File: src/rtl/pwm_pkg.sv
// Shared constants and dead-time state encoding for the multi-channel
// complementary PWM generator.
package pwm_pkg;

  localparam int DEF_CHANNELS = 3;
  localparam int DEF_CNT_W    = 16;
  localparam int DEF_DT_W     = 8;

  localparam logic MODE_EDGE   = 1'b0;
  localparam logic MODE_CENTER = 1'b1;

  typedef enum logic [1:0] {
    OFF_BOTH = 2'd0,
    DT_WAIT  = 2'd1,
    DRIVE_HI = 2'd2,
    DRIVE_LO = 2'd3
  } dt_state_t;

endpackage

File: src/rtl/pwm_deadtime_multi_if.sv
// Configuration port of the PWM generator plus per-channel FSM state for observation.
// upd_req is a one-cycle strobe that captures period/duty/dt/center into the pending
// set; upd_ack pulses for one cycle when that pending set becomes active at a carrier
// boundary. There is no back-pressure: a new upd_req simply overwrites the pending set.
interface pwm_deadtime_multi_if #(
  parameter int CHANNELS = 3,
  parameter int CNT_W    = 16,
  parameter int DT_W     = 8
);
  logic                      upd_req;
  logic [CNT_W-1:0]          period_in;
  logic [CHANNELS*CNT_W-1:0] duty_in;
  logic [DT_W-1:0]           dt_in;
  logic                      center_in;
  logic                      upd_ack;
  logic [2*CHANNELS-1:0]     ch_state;

  modport master (
    output upd_req, period_in, duty_in, dt_in, center_in,
    input  upd_ack, ch_state
  );

  modport slave (
    input  upd_req, period_in, duty_in, dt_in, center_in,
    output upd_ack, ch_state
  );
endinterface

File: src/rtl/pwm_deadtime_ch.sv
// One complementary output pair: turns the raw compare into hi/lo gate drive
// with an enforced off-time after every raw edge.
module pwm_deadtime_ch
  import pwm_pkg::*;
#(
  parameter int DT_W = DEF_DT_W
) (
  input  logic            clk,
  input  logic            rst,
  input  logic            enable,
  input  logic            raw,
  input  logic [DT_W-1:0] dt,
  output logic            hi,
  output logic            lo,
  output logic [1:0]      state_dbg
);

  dt_state_t       state;
  logic [DT_W-1:0] dtc;
  logic            target;
  logic            raw_q;
  logic            en_q;

  assign state_dbg = state;

  always_ff @(posedge clk) begin
    if (!rst) begin
      state  <= OFF_BOTH;
      dtc    <= '0;
      target <= 1'b0;
      raw_q  <= 1'b0;
      en_q   <= 1'b0;
      hi     <= 1'b0;
      lo     <= 1'b0;
    end else if (!enable) begin
      state <= OFF_BOTH;
      dtc   <= '0;
      raw_q <= raw;
      en_q  <= 1'b0;
      hi    <= 1'b0;
      lo    <= 1'b0;
    end else begin
      en_q  <= 1'b1;
      raw_q <= raw;
      // First enabled cycle counts as an edge so the off-time is always honoured.
      if (!en_q || (raw != raw_q)) begin
        target <= raw;
        if (dt == '0) begin
          state <= raw ? DRIVE_HI : DRIVE_LO;
          dtc   <= '0;
          hi    <= raw;
          lo    <= ~raw;
        end else begin
          state <= DT_WAIT;
          dtc   <= dt;
          hi    <= 1'b0;
          lo    <= 1'b0;
        end
      end else if (state == DT_WAIT) begin
        if (dtc <= DT_W'(1)) begin
          state <= target ? DRIVE_HI : DRIVE_LO;
          dtc   <= '0;
          hi    <= target;
          lo    <= ~target;
        end else begin
          dtc <= dtc - DT_W'(1);
        end
      end
    end
  end

endmodule

File: src/rtl/pwm_deadtime_multi.sv
// N-channel complementary PWM: shared edge/center carrier with double-buffered
// period, duty, dead time and mode, feeding one dead-time FSM per channel.
module pwm_deadtime_multi
  import pwm_pkg::*;
#(
  parameter int CHANNELS = DEF_CHANNELS,
  parameter int CNT_W    = DEF_CNT_W,
  parameter int DT_W     = DEF_DT_W
) (
  input  logic                 clk,
  input  logic                 rst,
  input  logic                 enable,
  pwm_deadtime_multi_if.slave  cfg,
  output logic [CHANNELS-1:0]  pwm_hi,
  output logic [CHANNELS-1:0]  pwm_lo,
  output logic                 cycle_start
);

  logic [CNT_W-1:0]          cnt;
  logic                      dir_down;
  logic [CNT_W-1:0]          per_a, per_p;
  logic [CHANNELS*CNT_W-1:0] duty_a, duty_p;
  logic [DT_W-1:0]           dt_a, dt_p;
  logic                      center_a, center_p;
  logic                      pend;

  logic                      per_zero;
  logic                      wrap;
  logic                      boundary;
  logic                      ch_en;
  logic [CHANNELS-1:0]       raw;
  logic [2*CHANNELS-1:0]     st_dbg;

  assign per_zero = (per_a == '0);
  assign wrap     = (center_a == MODE_CENTER) ? (dir_down && (cnt == '0))
                                              : (cnt == per_a - CNT_W'(1));
  assign boundary = !enable || per_zero || wrap;
  // With no period the channels are held off rather than driving the low side.
  assign ch_en    = enable && !per_zero;

  assign cycle_start  = enable && !per_zero && (cnt == '0) && !dir_down;
  assign cfg.upd_ack  = boundary && pend;
  assign cfg.ch_state = st_dbg;

  always_comb begin
    raw = '0;
    for (int k = 0; k < CHANNELS; k++) begin
      raw[k] = !per_zero && (cnt < duty_a[k*CNT_W +: CNT_W]);
    end
  end

  always_ff @(posedge clk) begin
    if (!rst) begin
      cnt      <= '0;
      dir_down <= 1'b0;
      per_a    <= '0;
      per_p    <= '0;
      duty_a   <= '0;
      duty_p   <= '0;
      dt_a     <= '0;
      dt_p     <= '0;
      center_a <= 1'b0;
      center_p <= 1'b0;
      pend     <= 1'b0;
    end else begin
      if (boundary) begin
        cnt      <= '0;
        dir_down <= 1'b0;
      end else if (center_a != MODE_CENTER) begin
        cnt <= cnt + CNT_W'(1);
      end else if (dir_down) begin
        cnt <= cnt - CNT_W'(1);
      end else if (cnt == per_a - CNT_W'(1)) begin
        dir_down <= 1'b1;
      end else begin
        cnt <= cnt + CNT_W'(1);
      end

      if (boundary && pend) begin
        per_a    <= per_p;
        duty_a   <= duty_p;
        dt_a     <= dt_p;
        center_a <= center_p;
      end

      // A request landing on a boundary refills pending and waits for the next one.
      if (cfg.upd_req) begin
        per_p    <= cfg.period_in;
        duty_p   <= cfg.duty_in;
        dt_p     <= cfg.dt_in;
        center_p <= cfg.center_in;
        pend     <= 1'b1;
      end else if (boundary) begin
        pend <= 1'b0;
      end
    end
  end

  for (genvar k = 0; k < CHANNELS; k++) begin : g_ch
    pwm_deadtime_ch #(.DT_W(DT_W)) u_ch (
      .clk       (clk),
      .rst       (rst),
      .enable    (ch_en),
      .raw       (raw[k]),
      .dt        (dt_a),
      .hi        (pwm_hi[k]),
      .lo        (pwm_lo[k]),
      .state_dbg (st_dbg[2*k +: 2])
    );
  end

endmodule

File: src/flat_wrapper.sv
// flat-port wrapper written by rule: the top's interface ports become plain ports
module pwm_deadtime_multi_flat import pwm_pkg::*;
#(
  parameter int CHANNELS = DEF_CHANNELS,
  parameter int CNT_W    = DEF_CNT_W,
  parameter int DT_W     = DEF_DT_W
)
  (clk, rst, enable, pwm_hi, pwm_lo, cycle_start, cfg_upd_req, cfg_period_in, cfg_duty_in, cfg_dt_in, cfg_center_in, cfg_upd_ack, cfg_ch_state);
  pwm_deadtime_multi_if #(.CHANNELS(CHANNELS), .CNT_W(CNT_W), .DT_W(DT_W)) cfg_i ();
  input  logic clk;
  input  logic rst;
  input  logic enable;
  output logic [CHANNELS-1:0] pwm_hi;
  output logic [CHANNELS-1:0] pwm_lo;
  output logic cycle_start;
  input wire logic [$bits(cfg_i.upd_req)-1:0] cfg_upd_req;
  input wire logic [$bits(cfg_i.period_in)-1:0] cfg_period_in;
  input wire logic [$bits(cfg_i.duty_in)-1:0] cfg_duty_in;
  input wire logic [$bits(cfg_i.dt_in)-1:0] cfg_dt_in;
  input wire logic [$bits(cfg_i.center_in)-1:0] cfg_center_in;
  output wire logic [$bits(cfg_i.upd_ack)-1:0] cfg_upd_ack;
  output wire logic [$bits(cfg_i.ch_state)-1:0] cfg_ch_state;
  assign cfg_i.upd_req = cfg_upd_req;
  assign cfg_i.period_in = cfg_period_in;
  assign cfg_i.duty_in = cfg_duty_in;
  assign cfg_i.dt_in = cfg_dt_in;
  assign cfg_i.center_in = cfg_center_in;
  assign cfg_upd_ack = cfg_i.upd_ack;
  assign cfg_ch_state = cfg_i.ch_state;
  pwm_deadtime_multi #(.CHANNELS(CHANNELS), .CNT_W(CNT_W), .DT_W(DT_W)) u_core (.clk(clk), .rst(rst), .enable(enable), .cfg(cfg_i), .pwm_hi(pwm_hi), .pwm_lo(pwm_lo), .cycle_start(cycle_start));
endmodule
File: config.mk
export PLATFORM = sky130hd
export DESIGN_NAME = pwm_deadtime_multi_flat
export DESIGN_NICKNAME = d
export VERILOG_FILES = /design/src/rtl/pwm_pkg.sv /design/src/rtl/pwm_deadtime_multi_if.sv /design/src/rtl/pwm_deadtime_ch.sv /design/src/rtl/pwm_deadtime_multi.sv /design/src/flat_wrapper.sv
export SDC_FILE = /design/constraint.sdc
export NUM_CORES = 1
export LEC_CHECK = 0
export ABC_AREA = 1
export BUFFER_PORTS_ARGS = -buffer_cell sky130_fd_sc_hd__buf_2
export CORE_ASPECT_RATIO = 1.2
export CORE_MARGIN = 2
export CORE_UTILIZATION = 35
export CTS_BUF_LIST = sky130_fd_sc_hd__clkbuf_16
export DETAILED_ROUTE_END_ITERATION = 8
export HOLD_SLACK_MARGIN = 0.08
export PLACE_DENSITY = 0.6
export SLEW_MARGIN = 10
export SYNTH_ARGS = -nofsm -noshare
export SYNTH_HDL_FRONTEND = slang
export SYNTH_SLANG_ARGS = --single-unit
File: constraint.sdc
create_clock -name clk -period 2.3 [get_ports clk]
set_input_delay 0.46 -clock clk [delete_from_list [all_inputs] [get_ports clk]]
set_output_delay 0.46 -clock clk [all_outputs]
set_load 0.01 [all_outputs]
### Word-level counts from Yosys, hierarchy flattened

Index checks and enable logic that the tools add are counted.

| operators by class | value |
|---|---|
| multiplexer cells | 61 |
| $lt $le $gt $ge | 6 |
| add/subtract/negate cells | 6 |
| equal/unequal tests | 8 |
| reduce and logical (&&, ||, !) cells | 35 |
| bitwise logic cells | 7 |

Operators by type and width:

| operator | number |
|---|---|
| $mux 8 | 10 |
| $lt 16x16->1 | 3 |
| $mux 16 | 3 |
| $mux 1 | 36 |
| $logic_not 16->1 | 2 |
| $sub 16x1->16 const B | 2 |
| $le 8x1->1 const B | 3 |
| $mux 2 | 12 |
| $sub 8x1->8 const B | 3 |
| $add 16x1->16 const B | 1 |
| $eq 16x16->1 | 1 |
| $reduce_and 2->1 | 7 |
| $reduce_bool 2->1 | 7 |
| $logic_and 1x1->1 | 8 |
| $logic_not 8->1 | 1 |
| $not 1->1 | 7 |
| $eq 2x1->1 const B | 3 |
| $logic_or 1x1->1 | 5 |
| $logic_not 1->1 | 4 |
| $ne 1x1->1 | 3 |
| $ne 3x2->1 const B | 1 |
| $reduce_or 2->1 | 1 |

| word-level totals | value |
|---|---|
| output and inout bits | 14 |
| word-level logic and storage cells | 153 |
| bits in registers | 207 |

### Logic depth before layout (Yosys ltp)

Gate-level depths: netlist of the first run.

| depth | value |
|---|---|
| depth in word-level cells | 7 |
| depth in mapped cells | 19 |
| mapped depth without buffers | 17 |

### Modules after synthesis

A second synthesis of the first run with hierarchy kept.

| second synthesis, totals | value |
|---|---|
| cells, all modules | 1833 |
| area, all modules | 12204.2 um2 |

By module, submodules not included:

| module | cells an instance | times used | area an instance (um2) |
|---|---|---|---|
| pwm_deadtime_multi | 1365 | 1 | 9242.6 |
| pwm_deadtime_ch | 156 | 3 | 987.2 |

### Worst setup path after synthesis of the first run

OpenSTA, ideal clock, no wires.

| timing path | value |
|---|---|
| kind | register to output |
| from | register u_core.per_a[0] |
| to | output port cfg_upd_ack |
| data arrival time | 1797 ps |
| slack | 43 ps |
| stages on the path, launching flop included | 14 |
| path through | dfxtp_1 inv_1 ha_1 nand2_1 nor2_4 nand3_2 xor2_1 nor2_1 nand2_1 nor2_2 nand3_1 nand2_2 inv_1 nor2_1 |

| between the ends | value |
|---|---|
| cells in the longest elaborated chain, start to end | 5 |
| elaborated cells on any way between the ends | 7 |

RTL lines:

| element | line | text |
|---|---|---|
| start: declaration | pwm_deadtime_multi.sv:21 | `logic [CNT_W-1:0] per_a, per_p;` |
| start signal: assignment | pwm_deadtime_multi.sv:80 | `per_a <= per_p;` |
| $sub 16x1->16 | pwm_deadtime_multi.sv:36 | `: (cnt == per_a - CNT_W'(1));` |
| $eq 16x16->1 | pwm_deadtime_multi.sv:36 |  |
| $mux 1 | pwm_deadtime_multi.sv:35 | `assign wrap = (center_a == MODE_CENTER) ? (dir_down && (cnt == '0))` |
| $logic_or 1x1->1 * | pwm_deadtime_multi.sv:37 | `assign boundary = !enable \|\| per_zero \|\| wrap;` |
| $logic_and 1x1->1 * | pwm_deadtime_multi.sv:42 | `assign cfg.upd_ack = boundary && pend;` |
| end: declaration | flat_wrapper.sv:21 | `output wire logic [$bits(cfg_i.upd_ack)-1:0] cfg_upd_ack;` |

Mark *: on every way between the ends. The rest lies on a longest branch, timed or not.

### Worst setup path after layout of the first run

| timing path | value |
|---|---|
| from | register u_core.per_a[1] |
| to | output port cfg_upd_ack |

The elaborated chain is that of the path after synthesis.

==> key figures, run 1 <==
Layout
  • Most common cell after layout, fill and taps aside: sky130_fd_sc_hd__nand2_1
  • Fraction of layout cells with a size suffix above 1: 33.2%
  • Area taken by multi-input logic gates: roughly 7700 sq um
  • Final net count: ~2,200
  • Most frequent cells in the layout: sky130_fd_sc_hd__nand2_1 (294), sky130_fd_sc_hd__inv_1 (203), sky130_fd_sc_hd__dfxtp_1 (183)
  • Area Overhead vs Synth: 43.2%
  • Count of antenna diodes in the layout: 0
  • Layout Utilization: about half
  • Fill count: about 3,200
  • Area occupied by registers: 4190 sq um

Critical path
  • Worst EP required: ~1.8 ns
  • Cell depth of the worst flop-to-flop path: 22
  • Flop2flop setup slack: -0.48 ns
  • Type of destination of the critical path: primary output
  • Stages on the worst setup path: 16
  • Number of buffer and inverter stages on the critical path: 5
  • Critical path class: reg -> out
  • FF-to-FF End: u_core.dt_a[5]$_SDFFE_PN0P_
  • RR Startpoint: u_core.per_a[0]$_SDFFE_PN0P_
  • Crit-path leading delay family: simple AND/OR/NAND/NOR gates
  • Cell at the slowest stage of the critical path: sky130_fd_sc_hd__dfxtp_2
  • CP startpoint kind: flip-flop
  • Biggest fanout along the worst timing path: 4
  • Max stage delay on crit path: approximately 0.35 ns
  • List of cells traversed by the critical path: inv_2 > ha_4 > inv_4 > nor2_4 > buf_6 > xor2_1 > nand2_1 > nand2_1 > nor2_1 > nand2_1 > nor2_4 > nand3_2 > nand2_4 > inv_4 > nor2_4 > buf_6
  • WP data arrival: 2.48 ns

Synthesis
  • Main combinational cell family by area after synthesis: simple AND/OR/NAND/NOR gates
  • Xor-xnor portion of the synthesized cell area: under 10%
  • Most frequently used flop master after synthesis: sky130_fd_sc_hd__dfxtp_1
  • Area of the mapped netlist: ~12,000 sq um
  • Mux share of post-synthesis cell area: 0%
  • Number of instances in the synthesized netlist: ~1,800
  • Fraction of registers with async set or reset after synthesis: 0%
  • Adder and majority gate portion of the synthesized area: ~5.8%
  • Count of state elements after synthesis: between 200 and 250
  • Per-instance average area after synthesis: between 6 and 7 sq um
  • Post-synthesis net count: roughly 1,900
  • Number of different library cells in the post-synthesis netlist: 39
  • Synth Area in Compound Gates: ~15%
  • Count of flip-flops with a built-in enable after synthesis: 0
  • Yosys warning total: 0
  • Simple-gate share of the synthesized area: around 28%
  • Sequential area share after synthesis: 34.7%

Clock tree
  • CTS clk-pin slew, worst paths: about 0.060 ns
  • H-tree depth reported by CTS: 1
  • Insertion delay of the later-clocked pin in the worst-skew pair: roughly 0.53 ns
  • Total clock buffers created by CTS: 24
  • Quantity of hold-fixing buffers added after cts: 0
  • Clock root buffer: sky130_fd_sc_hd__clkbuf_16
  • Clock sink count: between 200 and 250
  • Clock tree buffer depth: 3
  • CTS tree: built

Die
  • Placeable Area: ~34,000 sq um
  • Initial core utilization: between 30% and 40%
  • Overall die area: 35,600 sq um
  • Number of placed I/O pins: 91
  • Horizontal die dimension: 173 um
  • Vertical extent of the die: roughly 210 um
  • Row count: between 70 and 80

Job
  • Max-cap violation count: 0

Placement
  • HPWL after detailed placement: 23,900 um
  • IO Port Bufs: 90
  • RD Place Congestion: between 0.8 and 0.9
  • Dpl ws: -0.351 ns

Power
  • Power share of the combinational group: 36.7%
  • Relative contribution of sequential cells to total power: between 30% and 40%
  • Clock Power Share: 29.9%
  • Post-layout total power: roughly 0.012 W
  • Total net switching power: 0.00424 W
  • Worst-case vdd ir drop: roughly 0.00066 V
  • Fraction of power spent switching nets: between 30% and 40%
  • Total power per unit cell area: about 720 nW/um^2
  • Leakage power total: 7.61 nW
  • Power Internal: 0.00813 W

Worst hold path
  • Launch instance of the worst min-delay path: cfg_duty_in[24]
  • Min-Delay Path Depth: 3
  • Hold path endpoint: u_core.duty_p[24]$_SDFFE_PN0P_
  • Tightest Hold Check Type: in -> reg

GRT
  • Pin count of the biggest net entering global routing: about 120
  • Vias in the first global route: approximately 12,000
  • Grt total ovfl: 0
  • Initial antenna violation count: 0
  • Wire length of the first global-routing pass: around 59,000 um
  • Aggregate global-route resource usage: between 20% and 30%

STA
  • Endpoints failing setup: around 100
  • Min setup slack post-route: -0.641 ns
  • Final Max Slew Viols: 0
  • Worst Skew: between 0.015 and 0.02 ns
  • Least-Margin Pin Slew: roughly 0.86 ns
  • Maximum clock rate: roughly 0.34 GHz
  • Smallest hold slack: around 0.20 ns
  • Minimum clock period: 2.94 ns
  • Setup TNS: -29.99 ns
  • Crit share post-route: 128%
  • RSZ-0062 raised after global routing: yes
  • Worst slew margin relative to its limit: between 40% and 50%
  • Count of final hold-check violations: 0

Detailed routing
  • Pre-Repair DR Iteration Count: 6
  • DRC violation count after routing: 0
  • Routed vias/inst: roughly 5
  • Final wirelength: ~37,000 um
  • DRC violation total after the first TritonRoute iteration: 686
  • WL/cell: between 15 and 20 um
  • Remaining antenna violation count: 0
  • Total via count in the routed design: around 12,000

Outcome
  • Run status: complete, but fails checks
  • Violations in the final reports: setup timing
routing by layer:
layer / vias up / part of all wire [%] / global-route usage (%)
met3: 84 / 4.1 / 2.37
met2: 267 / 49 / 35.8
li1: 6269 / - / -
met4: 0 / 3.6 / 7.30
met1: 5684 / 43 / 24.9
met5: - / 0 / 0
power groups by stage:
stage | Combinational [W] | Clock (W) | Sequential, W
after floorplan | 0.00210 | 0 | 0.00410
after global placement | 0.00294 | 0 | 0.00415
after detailed placement | 0.00298 | 0 | 0.00416
after CTS | 0.00393 | 0.00380 | 0.00410
after global routing | 0.00496 | 0.00394 | 0.00417
final | 0.00454 | 0.00370 | 0.00413
final cells by class:
cell class | instances | area share (%)
flip-flops and latches | 207 | 24.6
clock inverters | 20 | 0.930
inverters | 214 | 4.78
multi-input cells | 1248 | 45.1
clock buffers | 24 | 3.52
well taps | 456 | 3.34
repair buffers | 325 | 17.8
state kept, by name, indices dropped and copies added (netlist names):
register / count
u_core.g_ch.u_ch.hi: 3
u_core.duty_a: 48
u_core.duty_p: 48
u_core.g_ch.u_ch.state_dbg: 6
u_core.g_ch.u_ch.raw_q: 3
u_core.cnt: 16
u_core.dir_down: 1
u_core.dt_a: 8
u_core.per_p: 16
u_core.pend: 1
u_core.per_a: 16
u_core.center_p: 1
u_core.dt_p: 8
u_core.g_ch.u_ch.target: 3
u_core.g_ch.u_ch.dtc: 24
u_core.g_ch.u_ch.lo: 3
u_core.g_ch.u_ch.en_q: 1
u_core.center_a: 1
how the worst max path moves through the flow:
stage                                 start           to  slack [ns]
4_1_cts        u_core.per_a[4]$_SDFFE_PN0P_  cfg_upd_ack       -0.63
3_3_place_gp   u_core.per_a[0]$_SDFFE_PN0P_  cfg_upd_ack       -0.32
2_1_floorplan  u_core.per_a[0]$_SDFFE_PN0P_  cfg_upd_ack        0.04
3_5_place_dp   u_core.per_a[0]$_SDFFE_PN0P_  cfg_upd_ack       -0.35
5_1_grt        u_core.per_a[1]$_SDFFE_PN0P_  cfg_upd_ack       -0.79
6_report       u_core.per_a[1]$_SDFFE_PN0P_  cfg_upd_ack       -0.64
timing repair:
| action | CTS | global route |
|---|---|---|
| hold endpoints to repair | 0 | 0 |
| resized for setup | 181 | 292 |
| pin swaps | 47 | 123 |
| buffers inserted | 43 | 34 |
| setup endpoints to repair | 129 | 132 |
| cloned | 20 | 6 |
stage by stage:
stage | cell area, sq um | cells
after floorplan | 11900 | 1779
after global placement | 13700 | 2375
after detailed placement | 13700 | 2375
after CTS | 15900 | 2474
after global routing | 17100 | 2494
final | 17100 | 2494
tightest hold or removal path, cell delays in order:
cell and delay [ns]:
sky130_fd_sc_hd__buf_2 0.07, sky130_fd_sc_hd__o21ai_0 0.07, sky130_fd_sc_hd__a21oi_1 0.10
cell usage after synthesis (15+ instances only):
library cell / n / area share [%]
sky130_fd_sc_hd__a21oi_1: 223 / 9.4
sky130_fd_sc_hd__buf_1: 15 / 0.47
sky130_fd_sc_hd__buf_2: 16 / 0.67
sky130_fd_sc_hd__buf_6: 15 / 1.4
sky130_fd_sc_hd__clkbuf_1: 53 / 1.7
sky130_fd_sc_hd__dfxtp_1: 207 / 35
sky130_fd_sc_hd__ha_1: 55 / 5.8
sky130_fd_sc_hd__inv_1: 212 / 6.7
sky130_fd_sc_hd__nand2_1: 373 / 12
sky130_fd_sc_hd__nand3_1: 124 / 5.2
sky130_fd_sc_hd__nand4_1: 50 / 2.6
sky130_fd_sc_hd__nor2_1: 181 / 5.7
sky130_fd_sc_hd__nor3_1: 20 / 0.84
sky130_fd_sc_hd__o21ai_0: 111 / 4.7
sky130_fd_sc_hd__xnor2_1: 21 / 1.5
sky130_fd_sc_hd__xor2_1: 42 / 3.1
cell families after synthesis:
logic type	Yosys count
AO/OA/AOI/OAI	353
XOR/XNOR	63
adder cells (fa/ha/maj)	55
buffers and inverters	324
flip-flops	207
AND/OR/NAND/NOR	777
Note: power is estimated with default switching activity, not from simulation.
==> run 2: changes to the inputs <==
- PLACE_DENSITY: 0.6 -> 0.58
- SLEW_MARGIN: 10 -> unset
- clock period: 2.3 -> 3.6 ns (I/O delays scaled with it)
==> run 2 against run 1 <==
Against the previous run: the flow now finishes without violations; clock-buffer cell count increased by 1; sequential share of layout area increased by 6.4 points; sequential power decreased by 37%; final cell count decreased by 8.6%; clock power decreased by 31%; total power decreased by 45%; routed wire length decreased by 14%; clock skew increased by 0.0025 ns; critical path depth decreased by 2; setup slack improved by 0.78 ns; via count decreased by 9.1%; non-clock buffer count decreased by 215; largest power group is now registers; highest routed layer unchanged.
==> key figures, run 2 (synthesis gave the netlist of run 1 again) <==
Layout
  • Fill count: 3,628 (was 3,233)
  • Final net count: 1,938 (was 2,152)
  • Largest regs: u_core.duty_a: 48 flops, u_core.duty_p: 48 flops, u_core.g_ch.u_ch.dtc: 24 flops (unchanged)
  • Count of antenna diodes in the layout: 0 (unchanged)
  • Final Instance Area: 13,400 sq um (was 17,100 sq um)
  • Fraction of layout cells with a size suffix above 1: 9.60% (was 33.2%)
  • Area occupied by registers: 4150 sq um (was 4190 sq um)
  • Post-route insts no fill: 2,279 (was 2,494)
  • Area taken by multi-input logic gates: 6400 sq um (was 7700 sq um)
  • Most frequent cells in the layout: sky130_fd_sc_hd__nand2_1 (373), sky130_fd_sc_hd__a21oi_1 (222), sky130_fd_sc_hd__inv_1 (216) (was sky130_fd_sc_hd__nand2_1 (294), sky130_fd_sc_hd__inv_1 (203), sky130_fd_sc_hd__dfxtp_1 (183))
  • Most common cell after layout, fill and taps aside: sky130_fd_sc_hd__nand2_1 (unchanged)
  • Area Overhead vs Synth: 12.3% (was 43.2%)

Critical path
  • CP startpoint kind: flip-flop (unchanged)
  • Biggest fanout along the worst timing path: 6 (was 4)
  • Flop2flop setup slack: 0.33 ns (was -0.48 ns)
  • WP data arrival: 2.75 ns (was 2.48 ns)
  • FF-to-FF End: u_core.g_ch[2].u_ch.dtc[5]$_SDFFE_PN0P_ (was u_core.dt_a[5]$_SDFFE_PN0P_)
  • Cell depth of the worst flop-to-flop path: 12 (was 22)
  • Type of destination of the critical path: primary output (unchanged)
  • Critical path class: reg -> out (unchanged)
  • Worst setup path startpoint: u_core.per_a[7]$_SDFFE_PN0P_ (was u_core.per_a[1]$_SDFFE_PN0P_)
  • RR Startpoint: u_core.cnt[9]$_SDFFE_PP0P_ (was u_core.per_a[0]$_SDFFE_PN0P_)
  • Worst EP required: 2.88 ns (was 1.84 ns)

GRT
  • Layer with the highest usage after global routing: met2 (unchanged)
  • Vias in the first global route: 10,500 (was 11,600)
  • Met1 capacity usage during global routing: 23.1% (was 24.9%)
  • Initial antenna violation count: 0 (unchanged)
  • Grt total ovfl: 0 (unchanged)
  • Pin count of the biggest net entering global routing: 148 (was 122)
  • Aggregate global-route resource usage: 18.0% (was 20.1%)
  • Met3 Use GR: 2.35% (was 2.37%)
  • Wire length of the first global-routing pass: 52,900 um (was 58,600 um)
  • Met2 Use GR: 31.0% (was 35.8%)

Detailed routing
  • Pre-Repair DR Iteration Count: 7 (was 6)
  • Total via count in the routed design: 11,200 (was 12,300)
  • Final wirelength: 32,300 um (was 37,500 um)
  • DRC violation count after routing: 0 (unchanged)
  • WL/cell: 14.2 um (was 15.0 um)
  • Routed vias/inst: 4.91 (was 4.93)
  • Remaining antenna violation count: 0 (unchanged)
  • DRC violation total after the first TritonRoute iteration: 760 (was 686)

Power
  • Total power per unit cell area: 511 nW/um^2 (was 724 nW/um^2)
  • Worst-case vdd ir drop: 0.000310 V (was 0.000656 V)
  • Leakage power total: 6.00 nW (was 7.61 nW)
  • Post-layout total power: 0.00685 W (was 0.0124 W)

Die
  • Placeable Area: 33,800 sq um (unchanged)
  • Number of placed I/O pins: 91 (unchanged)
  • Horizontal die dimension: 173 um (unchanged)
  • Row count: 74 (unchanged)
  • Vertical extent of the die: 206 um (unchanged)
  • Initial core utilization: 35.3% (unchanged)
  • Overall die area: 35,600 sq um (unchanged)

Worst hold path
  • Launch instance of the worst min-delay path: u_core.dt_p[5]$_SDFFE_PN0P_ (was cfg_duty_in[24])
  • Hold path endpoint: u_core.dt_p[5]$_SDFFE_PN0P_ (was u_core.duty_p[24]$_SDFFE_PN0P_)
  • Tightest Hold Check Type: reg -> reg (was in -> reg)
  • Min-Delay Path Depth: 2 (was 3)

Placement
  • Number of instances in the placed design: 2,235 (was 2,375)
  • RD Place Congestion: 0.904 (was 0.871)
  • Cell Area, Placed: 12,600 sq um (was 13,700 sq um)
  • HPWL after detailed placement: 22,700 um (was 23,900 um)
  • IO Port Bufs: 90 (unchanged)

STA
  • Worst slew margin relative to its limit: 36.9% (was 42.5%)
  • Endpoints failing setup: 0 (was 101)
  • RSZ-0062 raised after global routing: yes (unchanged)
  • Count of final hold-check violations: 0 (unchanged)
  • Maximum clock rate: 0.289 GHz
  • Smallest hold slack: 0.455 ns (was 0.198 ns)
  • Least-Margin Pin Slew: 0.939 ns (was 0.862 ns)
  • Final Max Slew Viols: 0 (unchanged)
  • Minimum clock period: between 3 and 4 ns
  • Worst Skew: 0.0179 ns (was 0.0153 ns)
  • Crit share post-route: 96.3%

Clock tree
  • Insertion delay of the later-clocked pin in the worst-skew pair: 0.53 ns (about the same)
  • Clock root buffer: sky130_fd_sc_hd__clkbuf_16 (unchanged)
  • Quantity of hold-fixing buffers added after cts: 0 (unchanged)
  • Clock sink count: 207 (unchanged)
  • Clock tree buffer depth: 3 (unchanged)
  • CTS clk-pin slew, worst paths: 0.06 ns (about the same)
  • H-tree depth reported by CTS: 1 (unchanged)
  • Total clock buffers created by CTS: 25 (was 24)
  • Number of buffers inserted by post-CTS setup repair: 0 (was 43)
  • CTS tree: built (unchanged)

Outcome
  • Run status: completed (was complete, but fails checks)

Job
  • Max-cap violation count: 0 (unchanged)
-- run 2: cell types whose count changed in the layout (fill, tap and decap cells not counted), sizes merged --
cell	change
bufinv	+2
clkinv	-4
buf	-211
clkinvlp	+1
clkbuf	-3
-- run 2: stage by stage --
step / TNS (ns) / worst slack, ns / utilization (%)
floorplan: 0 / 1.08 / -
global placement: 0 / 0.217 / 37.2
detailed placement: 0 / 0.224 / 37.2
CTS: 0 / 0.0275 / 39.6
global route: -0.148 / -0.148 / 39.6
finish: 0 / 0.134 / 39.6
-- run 2: power breakdown --
group | leakage, nW | switching (W) | internal [W]
logic | 3.88 | 0.00112 | 0.000565
clock network | 0.417 | 0.00101 | 0.00154
registers | 1.70 | 0.000134 | 0.00248
-- run 2: worst max-delay path by stage --
stage | to | slack (ns) | depth (start not counted)
after floorplan | cfg_upd_ack | 1.08 | 13
after global placement | u_core.g_ch[2].u_ch.dtc[6]$_SDFFE_PN0P_ | 0.22 | 12
after detailed placement | u_core.g_ch[2].u_ch.dtc[0]$_SDFFE_PN0P_ | 0.22 | 12
after CTS | cfg_upd_ack | 0.03 | 13
after global routing | cfg_upd_ack | -0.15 | 15
final | cfg_upd_ack | 0.13 | 14
-- run 2: timing repair --
action	CTS	global route
resized for setup	0	5
setup endpoints to repair	0	17
endpoints found under the hold margin	0	0
-- run 2: layout make-up --
class / instances / area share, %
timing repair buffer: 110 / 4.78
inverter: 214 / 6.02
sequential: 207 / 31.0
multi-input combinational: 1248 / 47.8
tap: 456 / 4.26
clock buffer: 25 / 4.67
clock inverter: 19 / 1.46
-- run 2: layer usage --
| metal | vias up | part of all wire, % |
|---|---|---|
| met5 | - | 0 |
| met4 | 0 | 3.1 |
| met3 | 70 | 4.2 |
| met2 | 229 | 47 |
| met1 | 5079 | 46 |
| li1 | 5806 | - |
-- run 2: critical path: stages (launching register included) --
cell and delay, ns:
sky130_fd_sc_hd__dfxtp_1 0.41, sky130_fd_sc_hd__nor2_1 0.18, sky130_fd_sc_hd__nand2_1 0.12, sky130_fd_sc_hd__nor2_1 0.20, sky130_fd_sc_hd__nand2_1 0.07, sky130_fd_sc_hd__nand2_1 0.08, sky130_fd_sc_hd__nand2_1 0.05, sky130_fd_sc_hd__nand2_1 0.09
sky130_fd_sc_hd__nand3b_1 0.09, sky130_fd_sc_hd__nor3_1 0.26, sky130_fd_sc_hd__nand3_1 0.18, sky130_fd_sc_hd__nand2_4 0.11, sky130_fd_sc_hd__inv_1 0.08, sky130_fd_sc_hd__nor2_2 0.14, sky130_fd_sc_hd__buf_2 0.16
==> run 3: changes to the inputs <==
- CORE_MARGIN: 2 -> unset
- PLACE_DENSITY: 0.58 -> 0.59
==> run 3 against run 2 <==
Against the previous run: utilization up 0.18 points; total power down 5.2%; global-route usage is essentially flat; via count down 0.87%; setup slack improved by 0.035 ns; worst hold slack better by 0.00086 ns; highest routed layer unchanged.
==> key figures, run 3 (synthesis gave the netlist of run 1 again) <==
Detailed routing
  • DRC violation count after routing: 0 (unchanged)
  • Final wirelength: 31,200 um (was 32,300 um)
  • WL/cell: 13.7 um (was 14.2 um)
  • Pre-Repair DR Iteration Count: 8 (was 7)
  • DRC violation total after the first TritonRoute iteration: 601 (was 760)
  • Total via count in the routed design: 11,100 (was 11,200)
  • Remaining antenna violation count: 0 (unchanged)
  • Routed vias/inst: 4.89 (was 4.91)

Layout
  • Most common cell after layout, fill and taps aside: sky130_fd_sc_hd__nand2_1 (unchanged)
  • Fraction of layout cells with a size suffix above 1: 9.40% (was 9.60%)
  • Largest regs: u_core.duty_a: 48 flops, u_core.duty_p: 48 flops, u_core.g_ch.u_ch.dtc: 24 flops (unchanged)
  • Fill count: 3,528 (was 3,628)
  • Layout Utilization: 39.8% (was 39.6%)
  • Area occupied by registers: 4150 sq um (about the same)
  • Most frequent cells in the layout: sky130_fd_sc_hd__nand2_1 (373), sky130_fd_sc_hd__a21oi_1 (222), sky130_fd_sc_hd__inv_1 (217) (was sky130_fd_sc_hd__nand2_1 (373), sky130_fd_sc_hd__a21oi_1 (222), sky130_fd_sc_hd__inv_1 (216))
  • Count of antenna diodes in the layout: 0 (unchanged)
  • Post-route insts no fill: 2,269 (was 2,279)
  • Area Overhead vs Synth: 11.3% (was 12.3%)
  • Final net count: 1,937 (was 1,938)
  • Area taken by multi-input logic gates: 6420 sq um (was 6400 sq um)
  • Final Instance Area: 13,300 sq um (was 13,400 sq um)

Placement
  • Number of instances in the placed design: 2,228 (was 2,235)
  • IO Port Bufs: 90 (unchanged)
  • RD Place Congestion: 0.918 (was 0.904)
  • Cell Area, Placed: 12,500 sq um (was 12,600 sq um)
  • HPWL after detailed placement: 22,100 um (was 22,700 um)

Die
  • Initial core utilization: 35.8% (was 35.3%)
  • Horizontal die dimension: 171 um (was 173 um)
  • Placeable Area: 33,300 sq um (was 33,800 sq um)
  • Overall die area: 34,800 sq um (was 35,600 sq um)
  • Number of placed I/O pins: 91 (unchanged)
  • Row count: 73 (was 74)
  • Vertical extent of the die: 204 um (was 206 um)

Clock tree
  • Clock tree buffer depth: 3 (unchanged)
  • CTS tree: built (unchanged)
  • Insertion delay of the later-clocked pin in the worst-skew pair: 0.53 ns (about the same)
  • Total clock buffers created by CTS: 25 (unchanged)
  • CTS clk-pin slew, worst paths: 0.06 ns (about the same)
  • H-tree depth reported by CTS: 1 (unchanged)
  • Clock root buffer: sky130_fd_sc_hd__clkbuf_16 (unchanged)
  • Quantity of hold-fixing buffers added after cts: 0 (unchanged)
  • Clock sink count: 207 (unchanged)

STA
  • Count of final hold-check violations: 0 (unchanged)
  • Endpoints failing setup: 0 (unchanged)
  • RSZ-0062 raised after global routing: yes (unchanged)
  • Worst Skew: 0.0185 ns (was 0.0179 ns)
  • Setup TNS: 0 ns (unchanged)
  • Minimum clock period: 3.43 ns (was 3.47 ns)
  • Final Max Slew Viols: 0 (unchanged)
  • Crit share post-route: 95.3% (was 96.3%)
  • Worst slew margin relative to its limit: 39.2% (was 36.9%)
  • Least-Margin Pin Slew: 0.904 ns (was 0.939 ns)
  • Maximum clock rate: 0.291 GHz (was 0.289 GHz)

Critical path
  • CP startpoint kind: flip-flop (unchanged)
  • Number of buffer and inverter stages on the critical path: 2 (unchanged)
  • Worst EP required: 2.88 ns (about the same)
  • Crit-path leading delay family: simple AND/OR/NAND/NOR gates (unchanged)
  • Type of destination of the critical path: primary output (unchanged)
  • Biggest fanout along the worst timing path: 12 (was 6)
  • Cell at the slowest stage of the critical path: sky130_fd_sc_hd__dfxtp_1 (unchanged)
  • Critical path class: reg -> out (unchanged)
  • List of cells traversed by the critical path: xnor2_1 > xnor2_1 > nand2_1 > nor2_1 > nand2_1 > nor2_2 > nand3_2 > nand2_4 > inv_1 > nor2_4 > buf_2 (was nor2_1 > nand2_1 > nor2_1 > nand2_1 > nand2_1 > nand2_1 > nand2_1 > nand3b_1 > nor3_1 > nand3_1 > nand2_4 > inv_1 > nor2_2 > buf_2)
  • WP data arrival: 2.71 ns (was 2.75 ns)
  • Max stage delay on crit path: 0.68 ns (was 0.41 ns)

Power
  • Power share of the combinational group: 25.5% (was 24.5%)
  • Clock Power Share: 33.9% (was 37.3%)
  • Fraction of power spent switching nets: 33.9% (was 33.0%)
  • Worst-case vdd ir drop: 0.000307 V (was 0.000310 V)
  • Total power per unit cell area: 489 nW/um^2 (was 511 nW/um^2)
  • Power Internal: 0.00429 W (was 0.00459 W)
  • Leakage power total: 5.95 nW (was 6.00 nW)
  • Post-layout total power: 0.00649 W (was 0.00685 W)
  • Total net switching power: 0.00220 W (was 0.00226 W)
  • Relative contribution of sequential cells to total power: 40.6% (was 38.2%)

GRT
  • Vias in the first global route: 10,200 (was 10,500)
  • Grt total ovfl: 0 (unchanged)
  • Wire length of the first global-routing pass: 51,200 um (was 52,900 um)
  • Aggregate global-route resource usage: 18.0% (about the same)
  • Pin count of the biggest net entering global routing: 147 (was 148)
  • Initial antenna violation count: 0 (unchanged)

Worst hold path
  • Tightest Hold Check Type: reg -> reg (unchanged)

Job
  • Max-cap violation count: 0 (unchanged)

Outcome
  • Run status: completed (unchanged)
==> run 3: final timing paths <==
check / endpoint / depth (start not counted) / slack, ns / start
min: u_core.duty_p[6]$_SDFFE_PN0P_ / 2 / 0.46 / u_core.duty_p[6]$_SDFFE_PN0P_
min reg2reg: u_core.duty_p[6]$_SDFFE_PN0P_ / 2 / 0.46 / u_core.duty_p[6]$_SDFFE_PN0P_
max reg2reg: u_core.g_ch[0].u_ch.dtc[5]$_SDFFE_PN0P_ / 11 / 0.38 / u_core.cnt[5]$_SDFFE_PP0P_
max: cfg_upd_ack / 11 / 0.17 / u_core.cnt[5]$_SDFFE_PP0P_
==> run 3: power by group through the flow <==
stage | clock (W) | sequential [W] | combinational, W
final | 0.00220 | 0.00264 | 0.00166
after global routing | 0.00238 | 0.00266 | 0.00190
after CTS | 0.00227 | 0.00264 | 0.00165
after detailed placement | 0 | 0.00268 | 0.00164
after global placement | 0 | 0.00268 | 0.00163
after floorplan | 0 | 0.00262 | 0.00134
==> run 3: what timing repair did <==
action                                 in CTS  in global routing
resized for setup                           0                  7
setup endpoints to repair                   0                  9
buffers inserted                            0                  0
endpoints found under the hold margin       0                  0
==> run 3: worst min-delay path: cells and delay by family (launching register included) <==
| kind | cells | cell delay (ns) |
|---|---|---|
| flops | 1 | 0.29 |
| buf+inv | 1 | 0.06 |
| compound gates | 1 | 0.06 |
==> run 3: area by class of cell <==
type                       instances  share of cell area [%]
clock buffer                      25                    4.71
clock inverter                    16                   0.594
inverter                         214                    6.07
multi-input combinational       1248                    48.4
sequential                       207                    31.3
tap                              450                    4.24
timing repair buffer             109                    4.77
==> run 3: metal layers <==
| layer | vias to the layer above | share of wire (%) | GRT usage [%] |
|---|---|---|---|
| met4 | 0 | 2.0 | 4.92 |
| li1 | 5808 | - | - |
| met3 | 37 | 3.9 | 2.27 |
| met5 | - | 0 | 0 |
| met1 | 5043 | 47 | 23.6 |
| met2 | 199 | 47 | 30.6 |
==> run 3: through the flow <==
step | setup WS, ns | hold WS (ns)
after floorplan | 1.08 | 0.430
after global placement | 0.469 | 0.446
after detailed placement | 0.274 | 0.451
after CTS | 0.0240 | 0.455
after global routing | 0.000193 | 0.466
final | 0.169 | 0.456
